**src/rtl/mem_req_ctrl_pkg.sv**
```systemverilog
// Shared types for the register-file request front-end.
// Latency: n/a (types and constants only).
// Backpressure: n/a.
package mem_ctrl_pkg;

    localparam int ADDR_W = 4;
    localparam int DATA_W = 32;

    typedef struct packed {
        logic              wr;
        logic [ADDR_W-1:0] addr;
        logic [DATA_W-1:0] data;
    } mem_req_t;

    typedef enum logic [1:0] {
        IDLE  = 2'd0,
        ISSUE = 2'd1,
        WAIT  = 2'd2
    } ctrl_state_e;

endpackage

```
**src/rtl/mem_req_ctrl_if.sv**
```systemverilog
// Client-side request/response channel of mem_req_ctrl.
// Latency: n/a (wiring only).
// Backpressure: req_ready from the controller, rsp_ready from the client.
interface mem_req_ctrl_if;
    import mem_ctrl_pkg::*;

    logic              req_valid;
    logic              req_ready;
    logic              req_wr;
    logic [ADDR_W-1:0] req_addr;
    logic [DATA_W-1:0] req_data;
    logic              rsp_valid;
    logic              rsp_ready;
    logic [DATA_W-1:0] rsp_data;
    logic [ADDR_W-1:0] rsp_addr;
    logic              rsp_err;

    // Client side
    modport master (
        output req_valid, req_wr, req_addr, req_data, rsp_ready,
        input  req_ready, rsp_valid, rsp_data, rsp_addr, rsp_err
    );

    // Controller side
    modport slave (
        input  req_valid, req_wr, req_addr, req_data, rsp_ready,
        output req_ready, rsp_valid, rsp_data, rsp_addr, rsp_err
    );

endinterface

```
**src/rtl/mem_req_ctrl_fifo.sv**
```systemverilog
// Synchronous FIFO of mem_req_t requests.
// Latency: a pushed entry is visible at the head the cycle after the push.
// Backpressure: push ignored while full, pop ignored while empty.
module mem_req_fifo
    import mem_ctrl_pkg::*;
#(
    parameter int DEPTH = 4
) (
    input  logic     CLK,
    input  logic     RST,
    input  logic     push,
    input  mem_req_t push_dat,
    input  logic     pop,
    output mem_req_t head_dat,
    output logic     full,
    output logic     empty
);

    localparam int AW = $clog2(DEPTH);

    // Pointers carry one extra wrap bit so full and empty are distinguishable.
    logic [AW:0] wptr_q;
    logic [AW:0] rptr_q;
    mem_req_t    mem_q [DEPTH];

    logic do_push;
    logic do_pop;

    assign empty    = (wptr_q == rptr_q);
    assign full     = (wptr_q[AW] != rptr_q[AW]) && (wptr_q[AW-1:0] == rptr_q[AW-1:0]);
    assign do_push  = push && !full;
    assign do_pop   = pop && !empty;
    assign head_dat = mem_q[rptr_q[AW-1:0]];

    // Pointer update; reset empties the FIFO.
    always_ff @(posedge CLK or negedge RST) begin
        if (!RST) begin
            wptr_q <= '0;
            rptr_q <= '0;
        end else begin
            if (do_push) wptr_q <= wptr_q + 1'b1;
            if (do_pop)  rptr_q <= rptr_q + 1'b1;
        end
    end

    // Storage write; contents need no reset since pointers gate visibility.
    always_ff @(posedge CLK) begin
        if (do_push) mem_q[wptr_q[AW-1:0]] <= push_dat;
    end

endmodule

```
**src/rtl/mem_req_ctrl.sv**
```systemverilog
// Sequences buffered client read/write requests onto a 16x32 register-file memory.
// Latency: push in cycle 0 -> mem_en in cycle 2; read response held from cycle 4.
// Backpressure: req_ready = !fifo_full; a read head stalls while a response is held.
// Optional read timeout in WAIT enabled by macro MEM_REQ_CTRL_TIMEOUT_EN.
module mem_req_ctrl
    import mem_ctrl_pkg::*;
#(
    parameter int FIFO_DEPTH = 4,
    parameter int TIMEOUT    = 8
) (
    input  logic              CLK,
    input  logic              RST,
    mem_req_ctrl_if.slave     req_if,
    output logic              busy,
    output logic              mem_en,
    output logic              mem_w_r,
    output logic [ADDR_W-1:0] mem_addr,
    output logic [DATA_W-1:0] mem_wdata,
    input  logic [DATA_W-1:0] mem_rdata,
    input  logic              mem_valid
);

    if (FIFO_DEPTH < 2 || (FIFO_DEPTH & (FIFO_DEPTH - 1)) != 0 || TIMEOUT < 1) begin : g_bad_param
        $error("mem_req_ctrl: FIFO_DEPTH must be a power of two >= 2 and TIMEOUT >= 1");
    end

    ctrl_state_e       state_q;
    logic              mem_en_q;
    logic              mem_w_r_q;
    logic [ADDR_W-1:0] mem_addr_q;
    logic [DATA_W-1:0] mem_wdata_q;
    logic              rsp_valid_q;
    logic [DATA_W-1:0] rsp_data_q;
    logic [ADDR_W-1:0] rsp_addr_q;

    logic     fifo_full;
    logic     fifo_empty;
    logic     fifo_push;
    logic     fifo_pop;
    mem_req_t head_dat;
    mem_req_t push_dat;

    assign push_dat  = '{wr: req_if.req_wr, addr: req_if.req_addr, data: req_if.req_data};
    assign fifo_push = req_if.req_valid && !fifo_full;
    // Writes never touch the response register, so only a read head waits for it to drain.
    assign fifo_pop  = (state_q == IDLE) && !fifo_empty && (head_dat.wr || !rsp_valid_q);

    mem_req_fifo #(
        .DEPTH (FIFO_DEPTH)
    ) u_fifo (
        .CLK      (CLK),
        .RST      (RST),
        .push     (fifo_push),
        .push_dat (push_dat),
        .pop      (fifo_pop),
        .head_dat (head_dat),
        .full     (fifo_full),
        .empty    (fifo_empty)
    );

`ifdef MEM_REQ_CTRL_TIMEOUT_EN
    localparam int TW = $clog2(TIMEOUT + 1);
    logic [TW-1:0] tmo_cnt_q;
    logic          rsp_err_q;
`endif

    // Request sequencer: issue pulse, memory-side output registers and held response.
    always_ff @(posedge CLK or negedge RST) begin
        if (!RST) begin
            state_q     <= IDLE;
            mem_en_q    <= 1'b0;
            mem_w_r_q   <= 1'b0;
            mem_addr_q  <= '0;
            mem_wdata_q <= '0;
            rsp_valid_q <= 1'b0;
            rsp_data_q  <= '0;
            rsp_addr_q  <= '0;
`ifdef MEM_REQ_CTRL_TIMEOUT_EN
            tmo_cnt_q   <= '0;
            rsp_err_q   <= 1'b0;
`endif
        end else begin
            if (rsp_valid_q && req_if.rsp_ready) begin
                rsp_valid_q <= 1'b0;
            end
            case (state_q)
                IDLE: begin
                    if (fifo_pop) begin
                        mem_en_q    <= 1'b1;
                        mem_w_r_q   <= head_dat.wr;
                        mem_addr_q  <= head_dat.addr;
                        mem_wdata_q <= head_dat.data;
                        state_q     <= ISSUE;
                    end
                end
                ISSUE: begin
                    // Memory samples its pins at the end of this cycle.
                    mem_en_q <= 1'b0;
                    state_q  <= mem_w_r_q ? IDLE : WAIT;
`ifdef MEM_REQ_CTRL_TIMEOUT_EN
                    tmo_cnt_q <= '0;
`endif
                end
                WAIT: begin
                    if (mem_valid) begin
                        rsp_valid_q <= 1'b1;
                        rsp_data_q  <= mem_rdata;
                        rsp_addr_q  <= mem_addr_q;
                        state_q     <= IDLE;
`ifdef MEM_REQ_CTRL_TIMEOUT_EN
                        rsp_err_q   <= 1'b0;
                    end else if (tmo_cnt_q == TW'(TIMEOUT - 1)) begin
                        rsp_valid_q <= 1'b1;
                        rsp_data_q  <= '0;
                        rsp_addr_q  <= mem_addr_q;
                        rsp_err_q   <= 1'b1;
                        state_q     <= IDLE;
                    end else begin
                        tmo_cnt_q   <= tmo_cnt_q + 1'b1;
`endif
                    end
                end
                default: state_q <= IDLE;
            endcase
        end
    end

    assign req_if.req_ready = !fifo_full;
    assign req_if.rsp_valid = rsp_valid_q;
    assign req_if.rsp_data  = rsp_data_q;
    assign req_if.rsp_addr  = rsp_addr_q;
`ifdef MEM_REQ_CTRL_TIMEOUT_EN
    assign req_if.rsp_err   = rsp_err_q;
`else
    assign req_if.rsp_err   = 1'b0;
`endif

    assign busy      = (state_q != IDLE) || !fifo_empty;
    assign mem_en    = mem_en_q;
    assign mem_w_r   = mem_w_r_q;
    assign mem_addr  = mem_addr_q;
    assign mem_wdata = mem_wdata_q;

endmodule

```
**src/flat_wrapper.sv**
```systemverilog
// flat-port wrapper written by rule: the top's interface ports become plain ports
module mem_req_ctrl_flat import mem_ctrl_pkg::*;
#(
    parameter int FIFO_DEPTH = 4,
    parameter int TIMEOUT    = 8
)
  (CLK, RST, busy, mem_en, mem_w_r, mem_addr, mem_wdata, mem_rdata, mem_valid, req_if_req_valid, req_if_req_wr, req_if_req_addr, req_if_req_data, req_if_rsp_ready, req_if_req_ready, req_if_rsp_valid, req_if_rsp_data, req_if_rsp_addr, req_if_rsp_err);
  mem_req_ctrl_if req_if_i ();
  input  logic CLK;
  input  logic RST;
  output logic busy;
  output logic mem_en;
  output logic mem_w_r;
  output logic [ADDR_W-1:0] mem_addr;
  output logic [DATA_W-1:0] mem_wdata;
  input  logic [DATA_W-1:0] mem_rdata;
  input  logic mem_valid;
  input wire logic [$bits(req_if_i.req_valid)-1:0] req_if_req_valid;
  input wire logic [$bits(req_if_i.req_wr)-1:0] req_if_req_wr;
  input wire logic [$bits(req_if_i.req_addr)-1:0] req_if_req_addr;
  input wire logic [$bits(req_if_i.req_data)-1:0] req_if_req_data;
  input wire logic [$bits(req_if_i.rsp_ready)-1:0] req_if_rsp_ready;
  output wire logic [$bits(req_if_i.req_ready)-1:0] req_if_req_ready;
  output wire logic [$bits(req_if_i.rsp_valid)-1:0] req_if_rsp_valid;
  output wire logic [$bits(req_if_i.rsp_data)-1:0] req_if_rsp_data;
  output wire logic [$bits(req_if_i.rsp_addr)-1:0] req_if_rsp_addr;
  output wire logic [$bits(req_if_i.rsp_err)-1:0] req_if_rsp_err;
  assign req_if_i.req_valid = req_if_req_valid;
  assign req_if_i.req_wr = req_if_req_wr;
  assign req_if_i.req_addr = req_if_req_addr;
  assign req_if_i.req_data = req_if_req_data;
  assign req_if_i.rsp_ready = req_if_rsp_ready;
  assign req_if_req_ready = req_if_i.req_ready;
  assign req_if_rsp_valid = req_if_i.rsp_valid;
  assign req_if_rsp_data = req_if_i.rsp_data;
  assign req_if_rsp_addr = req_if_i.rsp_addr;
  assign req_if_rsp_err = req_if_i.rsp_err;
  mem_req_ctrl #(.FIFO_DEPTH(FIFO_DEPTH), .TIMEOUT(TIMEOUT)) u_core (.CLK(CLK), .RST(RST), .req_if(req_if_i), .busy(busy), .mem_en(mem_en), .mem_w_r(mem_w_r), .mem_addr(mem_addr), .mem_wdata(mem_wdata), .mem_rdata(mem_rdata), .mem_valid(mem_valid));
endmodule
```
**config.mk**
```make
export PLATFORM = sky130hd
export DESIGN_NAME = mem_req_ctrl_flat
export DESIGN_NICKNAME = d
export VERILOG_FILES = /design/src/rtl/mem_req_ctrl_pkg.sv /design/src/rtl/mem_req_ctrl_if.sv /design/src/rtl/mem_req_ctrl_fifo.sv /design/src/rtl/mem_req_ctrl.sv /design/src/flat_wrapper.sv
export SDC_FILE = /design/constraint.sdc
export NUM_CORES = 1
export LEC_CHECK = 0
export ABC_AREA = 1
export CAP_MARGIN = 0
export CORE_UTILIZATION = 65
export CTS_BUF_LIST = sky130_fd_sc_hd__clkbuf_16
export DETAILED_ROUTE_END_ITERATION = 8
export DONT_BUFFER_PORTS = 1
export PLACE_DENSITY = 0.89
export SLEW_MARGIN = 10
export SYNTH_ARGS = -nofsm -noshare
export SYNTH_HDL_FRONTEND = slang
export SYNTH_SLANG_ARGS = --single-unit
```
**constraint.sdc**
```tcl
create_clock -name CLK -period 6.56 [get_ports CLK]
set_input_delay 0.328 -clock CLK [delete_from_list [all_inputs] [get_ports CLK]]
set_output_delay 0.328 -clock CLK [all_outputs]
set_load 0.01 [all_outputs]
```
Word level (Yosys, flattened, before mapping) --
Memory sizes are Yosys's and may differ from the RTL's. Cells that the tools add are included.
Operators by class: multiplexer cells 11, reductions and logical operators 19, eq/ne operators 7, add/subtract/negate cells 2
Operators with widths (count):
- 2-bit AND reduction | 4
- 1-bit logical AND | 7
- 3-bit by 1-bit adder with 3-bit output, second input constant | 2
- 1-bit 2-to-1 mux | 6
- 2-bit 2-to-1 mux | 3
- 2-bit case mux with 3 select lines | 1
- 2-bit != test, second input constant | 2
- 2-bit nonzero test | 2
- 3-bit equality test | 1
- 1-bit logical NOT | 3
- 2-bit by 1-bit equality test with 1-bit output, second input constant | 1
- 2-bit equality test | 1
- 2-bit equality test, second input constant | 1
- 2-bit logical NOT | 1
- 1-bit logical OR | 2
- 1-bit case mux with 2 select lines | 1
- 1-bit != test | 1
Storage, ports and cells: output and inout bits 78, word-level logic and storage cells 50, flip-flop bits (word level) 83, memory bits (writable) 148, memories 1, bits of input ports 74
Memories:
- u_core.u_fifo.mem_q | words 4, bits a word 37, read ports 1, clocked after Yosys merged registers in 0, wr ports 1, line mem_req_ctrl_fifo.sv:24 | mem_req_t mem_q [DEPTH];

Logic depth before layout (Yosys ltp) --
depth in word-level cells 7, depth in mapped cells 9, gate-level depth less buffers 8

Cells and area by module --
Synthesis repeated with hierarchy kept, for this count alone.
Unflattened totals: cells, all modules 758, area total of the unflattened synthesis 9038.7 µm²
By module, submodules not included:
- mem_req_fifo | cells each 418, area an instance 5919.4 µm², sequential area each 4594.4 µm², instances 1
- mem_req_ctrl | cells each 340, area an instance 3119.2 µm², sequential area each 1926.8 µm², instances 1

Worst setup path after synthesis --
No wires, ideal clock.
path kind register -> register, from register u_core.u_fifo.rptr_q[1], to memory u_core.u_fifo.mem_q[0][0] (netlist name), enable pin, setup slack 3532 ps, period minus slack after synthesis 3028 ps, library setup time 431 ps, stages on the path, launching flop included 8, data arrival time 2597 ps, cells stage by stage dfrtp_1 inv_1 buf_4 nand2_1 nand2_1 nand3b_1 nand2_2 nor2_1
On the way: word-level cells in the longest chain between the ends 7
RTL lines:
- start: declaration | line mem_req_ctrl_fifo.sv:23 | logic [AW:0] rptr_q;
- start signal: assignment | line mem_req_ctrl_fifo.sv:42 | if (do_pop) rptr_q <= rptr_q + 1'b1;
- 2-bit equality test (*) | line mem_req_ctrl_fifo.sv:30 | assign full = (wptr_q[AW] != rptr_q[AW]) && (wptr_q[AW-1:0] == rptr_q[AW-1:0]);
- 1-bit logical AND (*) | line mem_req_ctrl_fifo.sv:30
- 1-bit logical NOT (*)
- net req_if_req_ready | line flat_wrapper.sv:23 | output wire logic [$bits(req_if_i.req_ready)-1:0] req_if_req_ready;
- 1-bit logical AND | line mem_req_ctrl.sv:44 | assign fifo_push = req_if.req_valid && !fifo_full;
- 1-bit logical AND (*) | line mem_req_ctrl_fifo.sv:31 | assign do_push = push && !full;
- 1-bit 2-to-1 mux (*) | line mem_req_ctrl_fifo.sv:48 | if (do_push) mem_q[wptr_q[AW-1:0]] <= push_dat;
- 1-bit 2-to-1 mux (implied by the code) (*) | line mem_req_ctrl_fifo.sv:48
- end: declaration | line mem_req_ctrl_fifo.sv:24
Mark *: on every way through the listed nets, which the timed path passes. The rest lies on a longest branch.

Final worst setup path --
from register u_core.u_fifo.rptr_q[1], to register u_core.u_fifo.rptr_q[0]
On the way: word-level cells in the longest chain between the ends 5, elaborated cells between the ends (all ways) 7
RTL lines:
- parallel branches: the longest is 4 deep, another holds memory 4 x 37 bit
- 1-bit logical AND (*) | line mem_req_ctrl_fifo.sv:32 | assign do_pop = pop && !empty;
Mark *: on every way between the ends. A chain may end at the register's enable or synchronous reset.

==> impl_results.md <==
* Pwr per Cell Area at approximately 480 nW/µm²
* Pins Over Slew Limit at 0
* Gr usage total at 27.9%
* DRC violations left at 0
* Reg-to-reg startpoint: u_core.u_fifo.rptr_q[1]$_DFFE_PN0P_
* Max-Slew Margin vs Limit at roughly 21%
* Clock power frac at around a quarter
* I/O Pins at approximately 150
* Post-synthesis cell area at 9610 µm²
* Net Sw Frac at roughly 38%
* CP Cell Sequence: buf_4 -> inv_1 -> nand2_1 -> nand2_1 -> nand3_2 -> nand3_2 -> nand2_1 -> nand2_1
* Slowest stage cell on the critical path: nand3_2
* CP Class: reg -> reg
* Layout Nets at slightly above 1,000
* TritonCTS clock tree: built
* DP HPWL at 11,500 µm
* WHS Endpoint: u_core.u_fifo.wptr_q[1]$_DFFE_PN0P_
* Hold path cells at 3
* Initial antenna violation count at 3
* Cell area after layout at 11,200 µm²
* Initial drt markers at 479
* Num CTS Buffers at 24
* Grt total ovfl at 0
* Clock root buffer: clkbuf_16
* Unrepaired setup endpoints after global routing: false
* Buf+Inv Stages, Crit Path at 2
* Largest net degree at the start of global routing at 84
* R2r setup slk at roughly 3.4 ns
* Hold Fails Final Rpt at 0
* Via density at roughly 5.5
* # fillers at roughly 850
* Slowest stage delay, CP at 0.93 ns
* Post-synthesis cell count at about 900
* P&R area growth vs syn at 16.9%
* Starting density of the core at 66.4%
* Crit path depth at 8
* Worst-margin pin slew at around 1.2 ns
* Hold Slack at roughly 0.2 ns
* Port buffer count at 0
* Post-route minimum period at about 3.2 ns
* Netlist cell types at 22
* Vias at between 6,000 and 7,000
* Die H at 124 µm
* FP Rows at 44
* Layout cell share with drive strength beyond 1 at 9.31%
* Final setup fails at 0
* DP Area at 9690 µm²
* HP Class: in -> reg
* Setup TNS Final at 0 ns
* Register area at about 6500 µm²
* CP Capture Type: flip-flop
* Antenna viol nets, final at 0
* Die area at between 15,000 and 20,000 µm²
* Fmax at 314 MHz
* Setup Buffers After CTS at 0
* #FFs+latches synth at 231
* CTS max path bufs at 3
* Wire per inst at roughly 18 µm
* H-Tree Depth at 1
* Crit path top cell by count: nand2_1
* CORE AREA at between 10,000 and 15,000 µm²
* Net Count, Synth at a little under 1,000
* First-pass GRT wire length at around 32,000 µm
* Die span in x at ~120 µm
* Synth warn at 0
* Max VDD drop at between 300 and 400 µV
* GPL Wtd Cong at between 0.8 and 0.9
* Max Fanout on Critical Path at 42
* Hold Startpoint: req_if_req_valid
* Synth Area per Inst at around 11 µm²
* Reg2reg path depth at 8
* Max-Cap Viols at 0
* Multi-input logic area at 2300 µm²
* Drt total wl at a little over 20,000 µm
* TritonRoute pass-1 iters at 5
* Clock slew at reported path FFs at ~0.060 ns
* Vias in the first global route at between 6,000 and 7,000
* Fin crit share at between 40 and 50%
* Sequential Power Share at 44.7%
* Worst skew pair latency at just over 0.5 ns
* Post-synthesis sequential area ratio at 67.9%
* Worst R2R End: u_core.u_fifo.rptr_q[0]$_DFFE_PN0P_
* Worst Clk Skew at between 0.02 and 0.025 ns
* Leak at 5.18 nW
* Status: finished clean
* Final core utilization at 77.6%
* Arrival @ worst endpoint at 3.56 ns
* Int Pwr at 0.00335 W
* Logic pwr share at a little under a third
* WP data required at about 6.9 ns
* Top delay family on crit path: simple AND/OR/NAND/NOR gates
* PostCTS Resize Cnt at 0
* Clock sinks at approximately 230
* Switching power at about 0.002 W
* Setup crit start kind: flip-flop
-- Yosys cell counts --
library cell | instances | area (µm²)
nand3b_1 | 1 | 7.51
xnor2_1 | 2 | 17.5
nand2_1 | 282 | 1060
clkbuf_1 | 7 | 26.3
edfxtp_1 | 148 | 4440
o21ai_0 | 2 | 10.0
inv_2 | 1 | 3.75
nor2_1 | 6 | 22.5
nand3_1 | 74 | 370
nand3_2 | 3 | 30.0
buf_1 | 5 | 18.8
xor2_1 | 1 | 8.76
buf_2 | 24 | 120
inv_1 | 158 | 593
dfrtp_1 | 83 | 2080
ha_1 | 5 | 62.6
o22ai_1 | 1 | 6.26
conb_1 | 1 | 3.75
nand4_1 | 41 | 257
mux2_2 | 36 | 405
nand2_2 | 1 | 6.26
buf_4 | 8 | 60.1
-- metrics by stage --
step                cells  total power, W  setup WS (ns)
floorplan             890         0.00359           3.53
global placement     1035         0.00388           3.61
detailed placement   1035         0.00397           3.47
CTS                  1151         0.00536           3.43
global route         1154         0.00569           3.12
finish               1154         0.00536           3.37
-- routing by layer --
metal	vias up	GRT usage, %	share of wire (%)
li1	2977	-	-
met1	3066	34.2	38
met2	325	49.1	51
met3	34	6.59	9.6
met4	0	8.51	1.7
met5	-	0	0
-- state kept, by name, indices dropped and copies added, names as in the netlist --
| signal | flops |
|---|---|
| u_core.mem_en | 1 |
| u_core.state_q | 2 |
| u_core.req_if.rsp_addr | 4 |
| u_core.req_if.rsp_data | 32 |
| u_core.u_fifo.mem_q | 148 |
| u_core.u_fifo.rptr_q | 3 |
| u_core.mem_wdata | 32 |
| u_core.mem_w_r | 1 |
| u_core.u_fifo.wptr_q | 3 |
| u_core.req_if.rsp_valid | 1 |
| u_core.mem_addr | 4 |
-- worst reg2reg max path: cells and delay by family, from the launching register on --
family | cells | cell delay (ns)
simple gates | 6 | 2.15
buf+inv | 2 | 0.57
flops | 1 | 0.34
-- layout make-up --
cell class,instances,share of cell area (%)
antenna,3,0.0668
sequential,231,58.1
timing repair buffer,78,6.99
multi-input combinational,456,20.5
tap,184,2.05
clock inverter,15,0.769
inverter,159,5.31
clock buffer,28,6.24
-- kinds of logic after synthesis --
group	after synthesis	share of synthesized area, %
other cells	1	0.0390
xor+xnor	3	0.273
flops	231	67.9
simple gates	408	18.2
fa+ha+maj	5	0.651
buf+inv	203	8.55
compound gates	3	0.169
mux	36	4.22
-- worst max-delay path by stage --
stage	startpoint	end	slack [ns]
2_1_floorplan	u_core.u_fifo.rptr_q[1]$_DFFE_PN0P_	u_core.u_fifo.mem_q[0][0]$_DFFE_PP_	3.53
3_3_place_gp	u_core.u_fifo.rptr_q[1]$_DFFE_PN0P_	u_core.mem_wdata[1]$_DFFE_PN0P_	3.61
3_5_place_dp	u_core.u_fifo.rptr_q[1]$_DFFE_PN0P_	u_core.mem_wdata[7]$_DFFE_PN0P_	3.47
4_1_cts	u_core.u_fifo.rptr_q[1]$_DFFE_PN0P_	u_core.mem_wdata[5]$_DFFE_PN0P_	3.43
5_1_grt	u_core.u_fifo.rptr_q[1]$_DFFE_PN0P_	u_core.mem_wdata[5]$_DFFE_PN0P_	3.12
6_report	u_core.u_fifo.rptr_q[1]$_DFFE_PN0P_	u_core.u_fifo.rptr_q[0]$_DFFE_PN0P_	3.37
-- cell usage in the layout, fill, tap and decap left out, types with 2 or more instances in the layout --
| master | count |
|---|---|
| clkinv_4 | 2 |
| mux2_2 | 36 |
| inv_1 | 161 |
| dfrtp_1 | 82 |
| clkinv_2 | 3 |
| inv_4 | 2 |
| diode_2 | 3 |
| nand3_1 | 74 |
| clkbuf_16 | 28 |
| dlygate4sd3_1 | 72 |
| nand4_1 | 41 |
| nor2_4 | 5 |
| buf_4 | 5 |
| nand3_2 | 3 |
| nand2_1 | 282 |
| o21ai_0 | 2 |
| clkinv_1 | 3 |
| edfxtp_1 | 148 |
| ha_1 | 5 |
| xnor2_1 | 2 |
-- power by group through the flow --
stage | sequential, W | combinational, W | clock [W]
finish | 0.00240 | 0.00164 | 0.00132
global route | 0.00245 | 0.00185 | 0.00140
CTS | 0.00239 | 0.00163 | 0.00133
detailed placement | 0.00241 | 0.00156 | 0
global placement | 0.00240 | 0.00148 | 0
floorplan | 0.00234 | 0.00125 | 0
-- repair_timing --
item / in CTS / in global routing
endpoints found under the setup margin: 0 / 0
hold buffers: 73 / 0
endpoints found under the hold margin: 265 / 0
(Power assumes the default switching activity.)
